--- config.mk ---
export PLATFORM = sky130hd
export DESIGN_NAME = col_drain_sched
export DESIGN_NICKNAME = d
export VERILOG_FILES = /design/src/rtl/col_drain_sched.sv
export SDC_FILE = /design/constraint.sdc
export NUM_CORES = 1
export LEC_CHECK = 0
export CAP_MARGIN = 20
export CORE_MARGIN = 1.5
export CORE_UTILIZATION = 49
export DETAILED_ROUTE_END_ITERATION = 7
export GPL_TIMING_DRIVEN = 1
export PLACE_DENSITY = 0.81
export SLEW_MARGIN = 40
export SYNTH_ARGS = -nofsm -noshare
export SYNTH_HDL_FRONTEND = slang
export SYNTH_SLANG_ARGS = --single-unit
export TNS_END_PERCENT = 10
--- constraint.sdc ---
create_clock -name clk -period 1.8 [get_ports clk]
set_input_delay 0.18 -clock clk [delete_from_list [all_inputs] [get_ports clk]]
set_output_delay 0.18 -clock clk [all_outputs]
set_load 0.005 [all_outputs]
--- src/rtl/col_drain_sched.sv ---
// Round-robin drain scheduler: grants each ready PE column the shared output port
// for BURST_LEN beats and serves every column once per pass.
module col_drain_sched #(
  parameter int NUM_COL   = 4,
  parameter int BURST_LEN = 4
) (
  input  logic                       clk,
  input  logic                       rstn,
  input  logic                       start,
  input  logic                       abort,
  input  logic [NUM_COL-1:0]         req,
  input  logic                       beat_ready,
  output logic [NUM_COL-1:0]         grant,
  output logic [$clog2(NUM_COL)-1:0] tag_out,
  output logic                       flush,
  output logic                       beat_valid,
  output logic [NUM_COL-1:0]         served,
  output logic                       busy,
  output logic                       pass_done
);

  localparam int TW = $clog2(NUM_COL);
  localparam int CW = (BURST_LEN > 1) ? $clog2(BURST_LEN) : 1;
  localparam logic [CW-1:0] LAST_BEAT = CW'(BURST_LEN - 1);

  typedef enum logic [1:0] {IDLE, ARB, DRAIN, DONE} state_t;

  state_t             state_q, state_d;
  logic [NUM_COL-1:0] grant_q, grant_d;
  logic [TW-1:0]      tag_q, tag_d;
  logic [NUM_COL-1:0] served_q, served_d;
  logic [TW-1:0]      rr_q, rr_d;
  logic [CW-1:0]      cnt_q, cnt_d;
  logic               first_q, first_d;

  logic [NUM_COL-1:0] pending;
  logic               sel_found;
  logic [TW-1:0]      sel_idx;
  logic [TW-1:0]      probe;

  // Search upward from rr_q; NUM_COL is a power of two so the index add wraps naturally.
  always_comb begin
    pending   = req & ~served_q;
    sel_found = 1'b0;
    sel_idx   = '0;
    probe     = '0;
    for (int i = 0; i < NUM_COL; i++) begin
      probe = rr_q + TW'(i);
      if (!sel_found && pending[probe]) begin
        sel_found = 1'b1;
        sel_idx   = probe;
      end
    end
  end

  always_comb begin
    state_d  = state_q;
    grant_d  = grant_q;
    tag_d    = tag_q;
    served_d = served_q;
    rr_d     = rr_q;
    cnt_d    = cnt_q;
    first_d  = 1'b0;

    case (state_q)
      IDLE: begin
        if (start) begin
          served_d = '0;
          state_d  = ARB;
        end
      end
      ARB: begin
        if (sel_found) begin
          tag_d   = sel_idx;
          grant_d = NUM_COL'(1) << sel_idx;
          cnt_d   = '0;
          first_d = 1'b1;
          state_d = DRAIN;
        end else if (&served_q) begin
          state_d = DONE;
        end
      end
      DRAIN: begin
        if (beat_ready) begin
          if (cnt_q == LAST_BEAT) begin
            served_d[tag_q] = 1'b1;
            rr_d            = tag_q + TW'(1);
            grant_d         = '0;
            state_d         = ARB;
          end else begin
            cnt_d = cnt_q + CW'(1);
          end
        end
      end
      DONE: begin
        state_d = IDLE;
      end
      default: state_d = IDLE;
    endcase

    // Abort wins over everything but leaves pass bookkeeping untouched.
    if (abort && (state_q != IDLE)) begin
      state_d  = IDLE;
      grant_d  = '0;
      tag_d    = tag_q;
      served_d = served_q;
      rr_d     = rr_q;
      cnt_d    = cnt_q;
      first_d  = 1'b0;
    end
  end

  always_ff @(posedge clk or negedge rstn) begin
    if (!rstn) begin
      state_q  <= IDLE;
      grant_q  <= '0;
      tag_q    <= '0;
      served_q <= '0;
      rr_q     <= '0;
      cnt_q    <= '0;
      first_q  <= 1'b0;
    end else begin
      state_q  <= state_d;
      grant_q  <= grant_d;
      tag_q    <= tag_d;
      served_q <= served_d;
      rr_q     <= rr_d;
      cnt_q    <= cnt_d;
      first_q  <= first_d;
    end
  end

  assign grant      = grant_q;
  assign tag_out    = tag_q;
  assign served     = served_q;
  assign flush      = (state_q == DRAIN) && first_q;
  assign beat_valid = (state_q == DRAIN);
  assign busy       = (state_q != IDLE);
  assign pass_done  = (state_q == DONE);

endmodule

* Word level (Yosys, flattened, before mapping)
Cells that the tools add are included.
** Word-level totals
- Input bits :: 9
- Bits in registers :: 17
** Operators by class
- Shifts and indexed selects :: 1
- $add $sub $neg :: 5
- Bitwise operators :: 4
- Muxes and demuxes :: 41
- Magnitude comparators :: 6
- Reduce and logical (&&, ||, !) cells :: 21
- Equal/unequal tests :: 14
** Operators with widths (count)
- 4-bit two-way mux :: 7
- 2-bit two-way mux :: 13
- 4-bit case mux with 2 select lines :: 2
- 4-bit AND reduction :: 4
- 2-bit by 3-bit less-than comparator with 1-bit output, second input constant :: 5
- 1-bit two-way mux :: 12
- 5-bit AND reduction :: 2
- 1-bit binary-select mux with 2-bit select :: 4
- 2-bit != test, second input constant :: 4
- 2-bit case mux with 4 select lines :: 1
- 2-bit by 1-bit adder with 2-bit output, second input constant :: 3
- 2-bit == test, second input constant :: 3
- 1-bit logical AND :: 6
- 3-bit != test, second input constant :: 2
- 2-bit nonzero test :: 3
- 2-bit adder, second input constant :: 2
- 4-bit AND :: 1
- 4-bit != test, second input constant :: 1
- 4-bit inverter :: 1
- 4-bit OR :: 1
- 2-bit case mux with 2 select lines :: 1
- 1-bit by 2-bit << shifter with 4-bit output, first input constant :: 1
- 1-bit logical NOT :: 3
- 3-bit by 1-bit != test with 1-bit output, second input constant :: 1
- 9 further kinds :: 9

* Logic depth before layout (Yosys ltp)
- Depth in word-level cells :: 18
- Mapped depth :: 7
- Gate-level depth less buffers :: 7

* Worst setup path before layout
No wires, ideal clock.
- Path kind :: reg-to-reg
- Start point :: reg state_q[0]
- End point :: reg cnt_q[0]
- Stages on the path, launching flop included :: 8
- Setup slack :: 0.131 ns
- Required time :: 1.675 ns
- Arrival time :: 1.544 ns
- Period minus slack after synthesis :: 1.669 ns
- Path through :: dfrtp_1 inv_1 ha_1 clkbuf_1 nand3b_1 o21ai_0 and3_4 mux2_4
** Between the ends
- Elaborated cells between the ends (all ways) :: 11
- Classes of those cells :: eq/ne (5); mux (1); bitwise (1); reduce/logical (4)
** RTL lines
- start: declaration :: RTL line 28 : state_t state_q, state_d;
- start signal: assignment :: RTL line 123 : state_q <= state_d;
- 2-bit == test *
- named net beat_valid :: RTL line 16 : output logic beat_valid,
- 2-bit != test (no line) / 2-bit nonzero test (equally long branches)
- 5-bit AND reduction (no line)
- end signal: assignment :: RTL line 128 : cnt_q <= cnt_d;
- end: declaration :: RTL line 33 : logic [CW-1:0] cnt_q, cnt_d;
Mark *: on every way through the listed nets, which the timed path passes. The rest lies on a longest branch.
A chain may end at the register's enable or synchronous reset.

* Worst setup path in the final report
- Start point :: reg state_q[1]
- End point :: reg tag_q[1] (netlist: tag_out[1])
** Between the ends
- Longest elaborated chain between the ends :: 4
- Elaborated cells between the ends (all ways) :: 5
- Classes of those cells :: eq/ne (1); bitwise (1); reduce/logical (3)
** RTL lines
- 2-bit nonzero test :: RTL line 102 : if (abort && (state_q != IDLE)) begin
- 1-bit logical AND :: RTL line 102
- 1-bit inverter (no line)
- 3-bit AND reduction (no line) *
- end signal: assignment :: RTL line 125 : tag_q <= tag_d;
- end: declaration :: RTL line 30 : logic [TW-1:0] tag_q, tag_d;
Every way passes the cells marked *; elsewhere a longest branch is shown, timed or not.

==> results.cfg <==
[logic_synthesis]
synth_top_area_share_pct = 41.4
synthCells = 97
ys_seq_area_share_pct = 41.4
yosysTopAreaCell = dfrtp_1
ys.flop_type = dfrtp_1
synth-seq-cells = 17
yosysMostFrequentCell = dfrtp_1
synth_commonest_cells = dfrtp_1 (17), ha_1 (9), inv_1 (8)
async_flop_share_pct = 100
syn_area_per_cell_um2 = 10.6
syn-num-nets = 115
synth_edf_count = 0
ys_types = 39
ys_warn_count = 0
synth_area_leaders = dfrtp_1 (41%), ha_1 (11%), a21oi_1 (3.4%)
syn-cell-area_um2 = 1030

[cells_and_area]
final_cell_count_no_fill = 158
nets = 150
drive_gt1_share_pct = 25.2
area_growth_pct = 34.8
diodes = 0
ff_latch_area_um2 = 425
nFillCells = 177
fin_area_um2 = 1390
multi_input_area_um2 = 581

[placed_design]
dp_cells = 151
gp_congestion = 0.747
place_area_um2 = 1320
hpwl_mm = 1.83
io_buffers = 22

[route]
dr.pass1.iters = 4
viasPerCell = 5.66
via_count = 894
wirelength_mm = 2.39
drtAntennaViolNets = 0
drc_errors = 0
drt_iter0_markers = 12
wl_per_cell_um = 15.1

[worst_hold_path]
worstHoldPathType = in2async

[floorplanning]
num_rows = 16
core_um2 = 1960
start_util_pct = 52.4
ioPinCount = 23
die_y_um = 48.8
die_w_um = 48.8
die_area_um2 = 2380

[sta]
slew_violations = 0
fmax_mhz = 585
period_minus_slack_ns = 1.71
finalHoldViolCount = 0
hold-worst-slack_ns = 0.200
rsz0062_at_grt = false
setup_violations = 0
fin_worst_skew_ns = 0.00133
fin_crit_sh_pct = 95.0
relSlewSlack_pct = 73.6
tightest_slew_ns = 0.394
tns_ns = 0

[pwr]
comb_power_share_pct = 60.1
p_clk_share_pct = 9.3
switchingPower_uw = 806
pwr-share-seq_pct = 30.6
power.internal_uw = 1310
p_sw_share_pct = 38.1
ir_drop_v = 0.000968
cellLeakagePower_uw = 0.000623
p_total_uw = 2120
p_per_area_nw_per_um2 = 1530

[global_routing]
grt_max_degree = 18
grt_pass1_vias = 897
grt_antenna_before_repair = 0
grt_overflow_total = 0
grt.total_usage_pct = 23.6
grt_pass1_wl_mm = 4.22

[run]
drv_cap = 0

[cts]
clock_path_buffers = 2
clock_sinks = 17
htree_levels = 1
clock_latency_ns = 0.29
cts_buffers = 3
clkSlewWorstSetupHoldPaths_ns = 0.09
tritoncts = yes
hold_buffers = 0
root_buffer = clkbuf_4

[setup_path]
path_cells = inv_2 > ha_2 > inv_2 > nand2_1 > nand2_1 > nor2_1 > mux2_2
critPathCaptureType = flip-flop
critPathKind = reg2reg
cp.arrival_ns = 1.89
reg2regPathDepth = 7
cpPeakStageDelay_ns = 0.43
crit_fanout = 6
worstSetupStartpointType = flip-flop
required_ns = 1.98
cp_slowest_cell = dfrtp_1

[outcome]
outcome = finished clean
[cell families (layout without fill, tap and decap cells)]
logic type	count (synthesis)	after routing	share of synthesized area (%)
mux	4	4	4.62
flops	17	17	41.4
simple gates	32	32	21.9
fa+ha+maj	9	9	10.9
buf+inv	9	43	3.28
compound gates	26	26	17.9
[layout make-up]
class	instances	share of cell area, %
inverter	8	2.17
clock buffer	4	1.90
timing repair buffer	31	20.9
sequential	17	30.7
tap	27	2.44
multi-input combinational	71	41.9
[through the flow]
step / setup slack, ns / utilization [%]
finish: 0.0905 / 70.7
global route: 0.00872 / 70.7
CTS: 0.0196 / 69.5
detailed placement: -0.0734 / 67.5
global placement: -0.0344 / 67.5
floorplan: 0.131 / -
[what timing repair did]
item | CTS | global route
buffers inserted | 1 | 2
gates resized for setup | 5 | 3
setup endpoints to repair | 2 | 3
[cells in the final DEF, fill, tap and decap left out, types with 2 or more instances in the layout]
cell	netlist	routed
clkdlybuf4s50_1	0	21
dfrtp_1	17	17
buf_4	0	8
a21oi_1	7	7
ha_1	9	7
inv_1	8	5
nor2_1	5	5
o21ai_0	5	5
nand2_1	4	4
nor2b_1	4	4
inv_2	0	3
nor3_1	3	3
clkbuf_4	0	3
o22ai_1	2	2
nand4_1	2	2
o221a_2	2	2
o2bb2ai_1	2	2
mux2_2	2	2
ha_2	0	2
[worst max-delay path, delay by kind of cell (launching register included)]
family / cells / cell delay [ns]
flip-flops: 1 / 0.43
multiplexers: 1 / 0.36
buffers and inverters: 2 / 0.13
AND/OR/NAND/NOR: 3 / 0.49
adder cells (fa/ha/maj): 1 / 0.18
[worst paths after layout]
kind / startpoint / end / slack [ns]
worst min-delay path: rstn / rr_q[0]$_DFFE_PN0P_ / 0.20
worst min register to register: grant[2]$_DFFE_PN0P_ / grant[2]$_DFFE_PN0P_ / 0.51
max in group asynchronous: rstn / served[1]$_DFFE_PN0P_ / 1.41
worst max-delay path: state_q[1]$_DFFE_PN0P_ / tag_out[1]$_DFFE_PN0P_ / 0.09
worst max register to register: state_q[1]$_DFFE_PN0P_ / tag_out[1]$_DFFE_PN0P_ / 0.09
min in group clk: grant[2]$_DFFE_PN0P_ / grant[2]$_DFFE_PN0P_ / 0.51
[flip-flops by register name (all words and copies together) (netlist names)]
register	flops
grant	4
served	4
cnt_q	2
rr_q	2
state_q	2
tag_out	2
first_q	1
[metal layers]
metal | up-vias | part of all wire, % | wire length (um) | track usage (%)
met5 | - | 0 | 0 | 0
met4 | 0 | 6.0 | 144 | 12.9
met3 | 18 | 5.6 | 133 | 7.36
met2 | 38 | 46 | 1110 | 38.6
met1 | 416 | 42 | 1010 | 27.5
li1 | 422 | - | - | -
[power groups by stage]
stage / registers (uW) / logic [uW] / clock network (uW)
final: 647 / 1270 / 197
after CTS: 650 / 1230 / 207
after floorplan: 637 / 695 / 0
after global routing: 673 / 1410 / 224
after global placement: 648 / 1160 / 0
after detailed placement: 656 / 1190 / 0
Note: power is estimated with default switching activity, not from simulation.
==> patch (same settings) <==
Make the reset (`rstn`) synchronous in one clocked block.
--- a/src/rtl/col_drain_sched.sv
+++ b/src/rtl/col_drain_sched.sv
@@ -110,7 +110,7 @@
     end
   end
 
-  always_ff @(posedge clk or negedge rstn) begin
+  always_ff @(posedge clk) begin
     if (!rstn) begin
       state_q  <= IDLE;
       grant_q  <= '0;
Check against the original RTL: differs if rstn is asserted again (counterexample within 4 cycles, from zero or initial values and one cycle with rstn low); with rstn held inactive, the same outputs for 10 cycles.
==> patch against the original RTL <==
Critical path depth fell by 4. Sequential cell count did not move. Routed wire length fell by 8.4%. Setup slack got worse by 0.020 ns. Cell area fell by 12%. Area after synthesis fell by 9.2%. Non-clock buffer count fell by 7. Largest cell class unchanged.
Power is not compared: it rests on default switching activity, and its combinational part moved more than twofold at a synthesized area within 25%.
==> patch: results (changes against the original RTL) <==
Synth Area in Adders 0.0670 (was 0.109); total power 0.719 mW; die width 46.6 um (was 48.8 um); register area share after synthesis 0.365 (was 0.414); M1 WL 1070 um (was 1010 um); Setup WS pre-CTS -0.0109 ns (was -0.0734 ns); share of post-route cells with drive strength above 1 0.105 (was 0.252); Vias 892 (was 894); HP Class flop to flop (was input pin to asynchronous set/reset pin); DR iter-0 viols 32 (was 12); grt met2 use 0.367 (was 0.386); # fillers 155 (was 177); complex-gate fraction of the synthesized area 0.239 (was 0.179); detailed placer's ending HPWL 1690 um (was 1830 um); syn_nets 121 (was 115); R2R cell count 4 (was 7); R2R Path End grant[2]$_SDFFE_PP0P_ (was tag_out[1]$_DFFE_PN0P_); #MultiIn Comb 77 (was 71); drt wl/cell 13.9 um (was 15.1 um); Top delay family on crit path buffers and inverters (was simple AND/OR/NAND/NOR gates); met1 GRT Util 0.316 (was 0.275); met2 WL post-DR 995 um (was 1110 um); top_reg_cell synth dfxtp_1 (was dfrtp_1); skew final 0.00158 ns (was 0.00133 ns); r2r setup slk 0.24 ns (was 0.09 ns); reg2reg start served[1]$_SDFFE_PN0P_ (was state_q[1]$_DFFE_PN0P_); pin count of the biggest net entering global routing 11 (was 18); Hold WS 0.466 ns (was 0.200 ns); GPL Wtd Cong 0.770 (was 0.747); vias in the first global route 852 (was 897); dpl cells 154 (was 151); DR WL met3 110 um (was 133 um); Synth async-reset ratio 0 (was 1.00); Plain + repair buffers 24 (was 31); Worst path max stage delay 0.45 ns (was 0.43 ns); Seq area share 0.280 (was 0.307); status completed (unchanged); multi-input combinational area share 0.447 (was 0.419); global-route wire length before repair 3600 um (was 4220 um); mux cell area share after synthesis 0.0228 (was 0.0462); top post-synthesis cells by count 17 x dfxtp_1, 11 x inv_1, 7 x a21oi_1, 7 x nand2_1, 7 x nor2_1 (was 17 x dfrtp_1, 9 x ha_1, 8 x inv_1); slowest CP cell clkdlybuf4s50_1 (was dfrtp_1); met3 Usage GRT 0.0510 (was 0.0736); Critical Path AT 1.55 ns (was 1.89 ns); Final Cell Area 1230 um2 (was 1390 um2)
patch: cell count changes after synthesis, moves of 3 or more:
cell,change
nand2b_1,+3
ha_1,-4
o21ai_0,-3
a211o_1,+3
dfxtp_1,+17
o32ai_1,+4
inv_1,+3
dfrtp_1,-17
nand2_1,+3
patch: worst max path at each step:
stage                            start                    end  slack, ns
6_report       state_q[1]$_SDFFE_PP0P_                   busy       0.07
5_1_grt        state_q[0]$_SDFFE_PP0P_                  flush      0.004
4_1_cts        state_q[0]$_SDFFE_PP0P_                  flush     0.0008
3_5_place_dp                    req[1]  grant[0]$_SDFFE_PP0P_      -0.01
3_3_place_gp                    req[3]  grant[3]$_SDFFE_PP0P_       0.03
2_1_floorplan    cnt_q[0]$_SDFFE_PN0P_  cnt_q[0]$_SDFFE_PN0P_       0.43
patch: repair_timing:
action,4_1_cts,5_1_grt
gates resized for setup,1,2
buffers inserted,0,0
endpoints found under the setup margin,1,1
pin swaps,0,0
